[config.mk]
export PLATFORM = sky130hd
export DESIGN_NAME = gcd_unit_param
export DESIGN_NICKNAME = d
export VERILOG_FILES = /design/src/rtl/gcd_unit_param.sv
export SDC_FILE = /design/constraint.sdc
export NUM_CORES = 1
export LEC_CHECK = 0
export ABC_AREA = 1
export BUFFER_PORTS_ARGS = -buffer_cell sky130_fd_sc_hd__buf_2
export CAP_MARGIN = 25
export CORE_UTILIZATION = 54
export DETAILED_ROUTE_END_ITERATION = 8
export PLACE_DENSITY_LB_ADDON = 0.08
export REMOVE_ABC_BUFFERS = 1
export SLEW_MARGIN = 25
export SYNTH_ARGS = -nofsm -noshare
export SYNTH_HDL_FRONTEND = slang
export SYNTH_SLANG_ARGS = --single-unit
[constraint.sdc]
create_clock -name clk -period 2.11 [get_ports clk]
set_input_delay 0.1055 -clock clk [delete_from_list [all_inputs] [get_ports clk]]
set_output_delay 0.1055 -clock clk [all_outputs]
set_load 0.05 [all_outputs]
[src/rtl/gcd_unit_param.sv]
// Subtraction-based GCD engine with valid/ready handshakes on both sides.
// Operand registers, comparator, subtractors and the controller share one block.
module gcd_unit_param #(
    parameter int WIDTH = 16,
    parameter int CNT_W = 16
) (
    input  logic             clk,
    input  logic             rst,
    input  logic             in_valid,
    output logic             in_ready,
    input  logic [WIDTH-1:0] a_in,
    input  logic [WIDTH-1:0] b_in,
    output logic             out_valid,
    input  logic             out_ready,
    output logic [WIDTH-1:0] gcd_out,
    output logic [CNT_W-1:0] iter_count
);

    typedef enum logic [1:0] {
        IDLE,
        COMPUTE,
        DONE
    } state_t;

    state_t state;
    state_t state_next;

    logic [WIDTH-1:0] a_reg;
    logic [WIDTH-1:0] b_reg;

    logic accept;
    logic release_res;
    logic any_zero;
    logic equal;
    logic a_gt_b;
    logic cnt_max;

    assign accept      = in_valid && in_ready;
    assign release_res = out_valid && out_ready;
    assign any_zero    = (a_reg == '0) || (b_reg == '0);
    assign equal       = (a_reg == b_reg);
    assign a_gt_b      = (a_reg > b_reg);
    assign cnt_max     = &iter_count;

    // State register; reset aborts any computation in flight.
    always_ff @(posedge clk or posedge rst) begin
        if (rst) begin
            state <= IDLE;
        end else begin
            state <= state_next;
        end
    end

    // Next-state logic and handshake outputs.
    always_comb begin
        state_next = state;
        in_ready   = 1'b0;
        out_valid  = 1'b0;
        case (state)
            IDLE: begin
                in_ready = 1'b1;
                if (accept) begin
                    state_next = COMPUTE;
                end
            end
            COMPUTE: begin
                if (any_zero || equal) begin
                    state_next = DONE;
                end
            end
            DONE: begin
                out_valid = 1'b1;
                if (release_res) begin
                    state_next = IDLE;
                end
            end
            default: begin
                state_next = IDLE;
            end
        endcase
    end

    // Datapath: load operands, subtract smaller from larger, capture result.
    always_ff @(posedge clk or posedge rst) begin
        if (rst) begin
            a_reg      <= '0;
            b_reg      <= '0;
            gcd_out    <= '0;
            iter_count <= '0;
        end else begin
            case (state)
                IDLE: begin
                    if (accept) begin
                        a_reg      <= a_in;
                        b_reg      <= b_in;
                        iter_count <= '0;
                    end
                end
                COMPUTE: begin
                    if (any_zero) begin
                        gcd_out <= a_reg | b_reg;
                    end else if (equal) begin
                        gcd_out <= a_reg;
                    end else if (a_gt_b) begin
                        a_reg <= a_reg - b_reg;
                        if (!cnt_max) begin
                            iter_count <= iter_count + CNT_W'(1);
                        end
                    end else begin
                        b_reg <= b_reg - a_reg;
                        if (!cnt_max) begin
                            iter_count <= iter_count + CNT_W'(1);
                        end
                    end
                end
                default: begin
                end
            endcase
        end
    end

endmodule

# --- After elaboration in Yosys (flattened, before gate mapping) ---
# Cells that the tools add are included.
word_totals:
  regBits: 66
  in_bits: 36
  out_inout_bits: 34
  word_cells: 59
classes:
  add_sub_neg: 3
  n_lt_le_gt_ge: 1
  eq_ne: 11
  n_mux: 23
  bitwise: 1
  reduce_logical: 15
ops:
  columns: ["cell", "n"]
  rows:
  - ["2-to-1 mux 16 bit", 14]
  - ["one-hot mux 16 bit (2 select lines)", 3]
  - ["zero test 16 bit", 2]
  - ["subtractor 16 bit", 2]
  - ["adder 16 x 1 -> 16 bit, second input constant", 1]
  - ["== test 16 bit", 1]
  - ["greater-than comparator 16 bit", 1]
  - ["!= test 2 bit, second input constant", 8]
  - ["OR 16 bit", 1]
  - ["AND reduction 16 bit", 1]
  - ["AND reduction 5 bit", 3]
  - ["2-to-1 mux 2 bit", 3]
  - ["one-hot mux 2 bit (3 select lines)", 1]
  - ["nonzero test 2 bit", 2]
  - ["AND reduction 3 bit", 1]
  - ["== test 2 x 1 -> 1 bit, second input constant", 1]
  - ["== test 2 bit, second input constant", 1]
  - ["logical AND 1 bit", 2]
  - ["zero test 2 bit", 1]
  - ["logical OR 1 bit", 2]
  - ["2-to-1 mux 1 bit", 2]
  - ["AND reduction 2 bit", 1]

# --- Logic depth before layout (Yosys ltp) ---
# Gate-level depths: netlist of the first run.
logic_depth:
  word_depth: 5
  mapped_depth: 16
  ltp_nobuf: 15

# --- Worst setup path after synthesis of the first run ---
# Ideal clock, no wire load.
synth_path:
  path_kind: "register to register"
  start: "reg a_reg[0]"
  end: "reg a_reg[1]"
  setup_time_ns: 0.117
  arrival_ns: 2.013
  t_required_ns: 1.993
  setup_slack_ns: -0.019
  stages_incl_launch_ff: 17
  path_buffers: 1
  synth_period_minus_slack_ns: 2.129
  path_cell_list: "dfrtp_1 inv_1 ha_1 fa_1 inv_1 nand2_1 nand3_2 nand2_1 nand2_1 nand2_1 nand2_2 nand2_4 nand2_2 nand2_8 buf_12 nand2_2 nand2_1"
synth_between:
  elab_chain_len: 5
  elab_cells_between_ends: 13
  classes_between: "1 x add/sub; 1 x order compare; 4 x eq/ne; 4 x mux; 3 x reduce/logical"
synth_lines:
  columns: ["item", "line", "text"]
  rows:
  - ["from (decl)", "28", "logic [WIDTH-1:0] a_reg;"]
  - ["from (signal assigned)", "94", "a_reg <= a_in;"]
  - ["from (signal assigned)", "105", "a_reg <= a_reg - b_reg;"]
  - ["subtractor 16 bit", "105", null]
  - ["2-to-1 mux 16 bit", "104", "end else if (a_gt_b) begin"]
  - ["2-to-1 mux 16 bit", "102", "end else if (equal) begin"]
  - ["2-to-1 mux 16 bit", "100", "if (any_zero) begin"]
  - ["one-hot mux 16 bit (2 select lines)", "91", "case (state)"]
# Parallel ways exist; a longest one is shown, timed or not. The select of a mux whose other input is x is not followed.
# A chain may end at the register's enable or synchronous reset.

# --- Worst setup path after layout of the first run ---
layout_path:
  start: "reg b_reg[0]"
  end: "reg b_reg[8]"
layout_between:
  elab_chain_len: 5
  elab_cells_between_ends: 13
  classes_between: "1 x add/sub; 1 x order compare; 4 x eq/ne; 4 x mux; 3 x reduce/logical"
layout_lines:
  columns: ["item", "line", "text"]
  rows:
  - ["from (decl)", "29", "logic [WIDTH-1:0] b_reg;"]
  - ["from (signal assigned)", "95", "b_reg <= b_in;"]
  - ["from (signal assigned)", "110", "b_reg <= b_reg - a_reg;"]
  - ["subtractor 16 bit", "110", null]
  - ["2-to-1 mux 16 bit", "104", null]
  - ["2-to-1 mux 16 bit", "102", null]
  - ["2-to-1 mux 16 bit", "100", null]
  - ["one-hot mux 16 bit (2 select lines)", "91", null]
# Parallel ways exist; a longest one is shown, timed or not. The select of a mux whose other input is x is not followed.

==> results of run 1 <==
-- synthesized netlist by cell type (15+ instances only) --
master | count | area [um^2]
nand2_1 | 316 | 1186
nand3_1 | 52 | 260.3
nand2_2 | 18 | 112.6
a21oi_1 | 30 | 150.1
xor2_1 | 15 | 131.4
o21ai_1 | 28 | 140.1
dfrtp_1 | 66 | 1652
o21ai_0 | 45 | 225.2
inv_1 | 98 | 367.9
ha_1 | 48 | 600.6
nor2_1 | 68 | 255.2
-- through the flow --
step                      std cells  hold WS, ns  utilization, %   TNS, ns
after global placement         1126       0.2206           65.10         0
after global routing           1158      0.05388           72.46    -1.585
after floorplan                 844       0.1918               -   -0.6197
after detailed placement       1126       0.2364           65.10   -0.4950
final                          1158      0.03016           72.46  -0.09591
after CTS                      1145      0.01698           67.53         0
-- path summary, 6_finish.rpt --
| check | endpoint | from | cells past startpoint | slack (ns) |
|---|---|---|---|---|
| min | a_reg[6] | a_in[6] | 5 | 0.03 |
| max | b_reg[8] | b_reg[0] | 13 | -0.02 |
| min reg2reg | gcd_out[2] | gcd_out[2] | 2 | 0.49 |
| max in group asynchronous | iter_count[0] | rst | 4 | 1.07 |
| min in group asynchronous | b_reg[7] | rst | 3 | 0.37 |
| max reg2reg | b_reg[8] | b_reg[0] | 13 | -0.02 |
-- final cells by class --
cell class | instances | area (um^2)
multi-input combinational | 669 | 3829
tap | 136 | 170.2
clock inverter | 7 | 68.82
clock buffer | 9 | 123.9
sequential | 66 | 1653
inverter | 111 | 426.7
timing repair buffer | 160 | 1142
fill | 869 | 2818
-- cells in the final DEF (no fill, tap or decap), types with 5 or more instances in the layout --
| master | synthesis | layout |
|---|---|---|
| ha_1 | 48 | 33 |
| inv_2 | 12 | 22 |
| a21oi_1 | 30 | 22 |
| nand3_1 | 52 | 47 |
| nand2_1 | 316 | 302 |
| o21ai_1 | 28 | 30 |
| a21oi_2 | 3 | 11 |
| xor2_1 | 15 | 15 |
| nor2_1 | 68 | 61 |
| buf_2 | 2 | 69 |
| ha_4 | 0 | 13 |
| nand2_2 | 18 | 30 |
| nor2_4 | 4 | 6 |
| inv_1 | 98 | 86 |
| buf_4 | 1 | 79 |
| clkbuf_8 | 0 | 9 |
| nand4_1 | 12 | 12 |
| o21ai_0 | 45 | 40 |
| nor2_2 | 6 | 11 |
| nand2_4 | 4 | 5 |
| nand3_2 | 2 | 7 |
| dfrtp_1 | 66 | 65 |
-- worst max-delay path, cell delays in order (launching register included) --
cell,delay (ns)
dfrtp_1,0.43
inv_2,0.08
ha_1,0.31
nor2_2,0.15
nand3_2,0.13
nor2_4,0.14
nand2_2,0.07
nand4_1,0.14
nand2_2,0.12
nand2_8,0.11
inv_8,0.06
clkbuf_16,0.15
nand2_1,0.05
o21ai_1,0.05
-- cells by family (layout without fill, tap and decap cells) --
family	Yosys count	after routing	synth area share (%)
simple gates	489	491	36.82
buf+inv	132	287	9.801
compound gates	113	113	10.62
flops	66	66	29.14
fa+ha+maj	50	50	11.30
xor+xnor	15	15	2.318
-- per-layer routing --
layer / up-vias / wire length (um) / part of all wire (%)
met4: 0 / 714 / 4.0
li1: 3016 / - / -
met3: 56 / 1450 / 8.1
met2: 282 / 8264 / 46
met1: 2841 / 7541 / 42
met5: - / 0 / 0
-- repair_timing --
action	CTS	global route
gates resized for setup	6	89
setup endpoints to repair	32	50
cloned	1	5
hold endpoints to repair	27	0
pin swaps	1	9
buffers inserted	0	8
hold buffers	2	0
==> reports/metrics.cfg, run 1 <==
[min_path]
hold_class = in -> reg

[global_route]
grt_remaining_overflow = 0
met1_usage_pct = 41.93
grt_pass1_vias = 5860
grt_first_pass_wirelength_um = 27600
antenna_found_initial = 0
grt-busiest-layer = met2
met2_usage_pct = 52.18
groute.layer.met3.usage_pct = 4.574
grt_max_degree = 41
grt.total_usage_pct = 32.14

[sta]
maxSlewHeadroom_pct = 55.37
layout_min_cycle_time_ns = 2.134
finalMaxSlewViolations = 0
hold_viol = 0
rsz0062_at_grt = yes
fin_skew_ns = 0.01652
fmax_mhz = 468.6
setup_viol = 7
fin_crit_sh_pct = 101.1
layout_setup_ws_ns = -0.02419
worst_pin_slew_ns = 0.6685

[cells_and_area]
layout-drive-gt1-share_pct = 28.86
finalInstanceArea_mm2 = 0.007413
antenna_cells = 0
layout.nets = 1103
syn_to_final_growth_pct = 30.79

[critical_path]
cp-end-kind = flip-flop
crit_type = reg -> reg
start_kind = flip-flop
cp_data_arrival_time_ns = 2.38
cp_max_fo = 5
critPathRequiredTime_ns = 2.36

[logic_synthesis]
synth_cells = 865
synthArstFlopShare_pct = 100.0
ys_warn_count = 0
syn_area_per_cell_um2 = 6.553
ys_types = 33
ys_seq_area_share_pct = 29.14
synth-edff-count = 0
synth-seq-cells = 66
syn_area_mm2 = 0.005668
synth_ff_type = dfrtp_1

[cts]
cts_root_buf = clkbuf_8
clockBufferDepth = 2
htree_levels = 3
cts_tree = done
clock_latency_ns = 0.37
cts-buffers-inserted = 9
cts.sinks = 66
clk_pin_slew_ns = 0.08

[die]
die_y_um = 104.5
pin_count = 70
dieArea_mm2 = 0.01091
rows = 37
start_util_pct = 55.40
fp.dieW_um = 104.5
coreArea_mm2 = 0.01023

[detailed_routing]
wire_per_inst_um = 15.52
wirelength_um = 17970
drtPass1Iterations = 6
num_vias = 6195
drc = 0
drt_iter0_drc = 495
drtAntennaViolNets = 0
viasPerCell = 5.350

[flow_run]
cap_violations = 0

[place]
place_hpwl_um = 12770
dpl-instance-area_mm2 = 0.006660
gp_congestion = 1.008
dp_slack_ns = -0.06317
numPortBuffers = 69

[run_status]
violations = setup timing
outcome = finished, violations left

Power of run 1 is not shown: default switching activity piles up to over one toggle a cycle in this logic, so the estimate is an artifact.
==> run 2: changes to the inputs <==
- CORE_ASPECT_RATIO: default -> 1.4
- GPL_ROUTABILITY_DRIVEN: default -> 0
- RECOVER_POWER: default -> 25
==> reports/metrics.cfg, run 2 (same netlist as run 1, synthesis figures left out) <==
[flow_run]
cap_violations = 0  ; unchanged

[sta]
fin_crit_sh_pct = 100.5  ; -0.64 points
finalMaxSlewViolations = 0  ; unchanged
maxSlewHeadroom_pct = 40.72  ; -15 points
fin_skew_ns = 0.005559  ; -0.01096 ns
hold_viol = 0  ; unchanged
rsz0062_at_grt = yes
layout_min_cycle_time_ns = 2.121  ; -0.01345 ns
setup_viol = 1  ; -6
worst_pin_slew_ns = 0.8892  ; +0.2207 ns
fmax_mhz = 471.5  ; +0.63%
layout_setup_ws_ns = -0.01074  ; +0.01345 ns

[cts]
clock_latency_ns = 0.34  ; -0.03 ns
clockBufferDepth = 2  ; unchanged
htree_levels = 3  ; unchanged
cts_tree = done
clk_pin_slew_ns = 0.06  ; -0.02 ns
cts_root_buf = clkbuf_16
cts-buffers-inserted = 9  ; unchanged
cts.sinks = 66  ; unchanged

[detailed_routing]
wire_per_inst_um = 15.63  ; +0.74%
drt_iter0_drc = 434  ; -12%
drtPass1Iterations = 6  ; unchanged
drtAntennaViolNets = 0  ; unchanged
wirelength_um = 17850  ; -0.66%
drc = 0  ; unchanged
num_vias = 6156  ; -0.63%
viasPerCell = 5.391  ; +0.76%

[critical_path]
cp_top_family = simple AND/OR/NAND/NOR gates
cp.buffers_inverters = 2  ; -1
r2r_end = b_reg[15]
cp_max_fo = 4  ; -1
cpMostUsedCell = nand2_1
regToRegSetupSlack_ns = -0.01  ; about the same
cpPeakStageDelay_ns = 0.37  ; -0.06 ns
cp_data_arrival_time_ns = 2.36  ; -0.02 ns
start_kind = flip-flop
ff2ff_path_depth = 13  ; unchanged
critPathRequiredTime_ns = 2.35  ; about the same
cp_slowest_cell = dfrtp_1
crit_type = reg -> reg
path_cells = inv_1, ha_4, inv_1, a21oi_1, nor2_1, nor2_1, nand2_1, nand2_1, nand2_1, nand2_1, nand3_1, nand2_1, nand2_1
cp-end-kind = flip-flop
r2r-start = b_reg[4]

[die]
dieArea_mm2 = 0.01092  ; about the same
start_util_pct = 56.34  ; +0.94 points
pin_count = 70  ; unchanged
coreArea_mm2 = 0.01006  ; -1.7%
fp.dieW_um = 88.59  ; -15%
die_y_um = 123.2  ; +18%
rows = 43  ; +16%

[place]
place_hpwl_um = 12750  ; -0.10%
numPortBuffers = 69  ; unchanged
dpl-instance-area_mm2 = 0.006616  ; -0.66%

[global_route]
grt_remaining_overflow = 0  ; unchanged
grt_max_degree = 42  ; +2.4%
grt_pass1_vias = 5991  ; +2.2%
grt_first_pass_wirelength_um = 27200  ; -1.5%
grt.total_usage_pct = 32.86  ; +0.71 points
antenna_found_initial = 0  ; unchanged

[cells_and_area]
regArea_mm2 = 0.001653  ; unchanged
finalInstanceArea_mm2 = 0.007351  ; -0.84%
fillers = 883  ; +1.6%
layout.nets = 1088  ; -1.4%
layout-drive-gt1-share_pct = 26.42  ; -2.4 points
antenna_cells = 0  ; unchanged
final_cell_mix = nand2_1 (294), inv_1 (94), buf_2 (69), dfrtp_1 (65), buf_4 (64)
final_common_cell = nand2_1
multiInputGateArea_mm2 = 0.003754  ; -2.0%
syn_to_final_growth_pct = 29.69

[run_status]
violations = setup timing
outcome = finished, violations left

[min_path]
hold_path_end = a_reg[6]
hold_path_depth = 5  ; unchanged
holdCritStartpoint = a_in[6]
hold_class = in -> reg

## run 2: final cells by class
cell class                 count  area share, %
clock buffer                  11          3.302
clock inverter                 5          1.055
inverter                     111          5.838
multi-input combinational    668          51.06
sequential                    66          22.49
tap                          135          2.298
timing repair buffer         146          13.96
## run 2: worst register-to-register path, delay by kind of cell, from the launching register on
family | cells | cell delay (ns)
and+or+nand+nor | 9 | 0.79
DFF | 1 | 0.37
adders and majority gates | 1 | 0.33
buffers and inverters | 2 | 0.20
AOI/OAI and AO/OA | 1 | 0.33
## run 2: worst max-delay path by stage
| stage | slack [ns] | cells after the start | from | to |
|---|---|---|---|---|
| floorplan | -0.05 | 15 | a_reg[0] | b_reg[6] |
| global placement | 0.05 | 14 | b_reg[7] | b_reg[9] |
| detailed placement | -0.02 | 15 | a_reg[0] | a_reg[3] |
| CTS | 0.004 | 13 | b_reg[4] | b_reg[15] |
| global route | -0.15 | 13 | b_reg[6] | b_reg[15] |
| finish | -0.01 | 13 | b_reg[4] | b_reg[15] |
## run 2: what timing repair did
action / 4_1_cts / 5_1_grt
pin swaps: 1 / 10
hold buffers: 2 / 0
endpoints found under the hold margin: 12 / 0
buffers inserted: 0 / 4
endpoints found under the setup margin: 23 / 54
gates resized for setup: 6 / 79
cloned: 1 / 3
## run 2: routing by layer
metal / vias up / share of wire, % / track usage [%]
met2: 264 / 50 / 58.13
met3: 94 / 6.3 / 5.474
met4: 0 / 6.0 / 19.35
met5: - / 0 / 0
met1: 2816 / 38 / 36.39
li1: 2982 / - / -
## run 2: per-stage QoR
stage / instances / setup TNS, ns / setup slack, ns / utilization [%] / hold WS [ns]
floorplan: 844 / -0.6197 / -0.04835 / - / 0.1918
global placement: 1116 / 0 / 0.05352 / 65.76 / 0.07446
detailed placement: 1116 / -0.04095 / -0.02263 / 65.76 / 0.07836
CTS: 1135 / 0 / 0.003841 / 69.57 / 0.05208
global route: 1142 / -2.035 / -0.1522 / 73.06 / 0.08331
finish: 1142 / -0.01074 / -0.01074 / 73.06 / 0.06262
Power of run 2 is left out for the same reason.
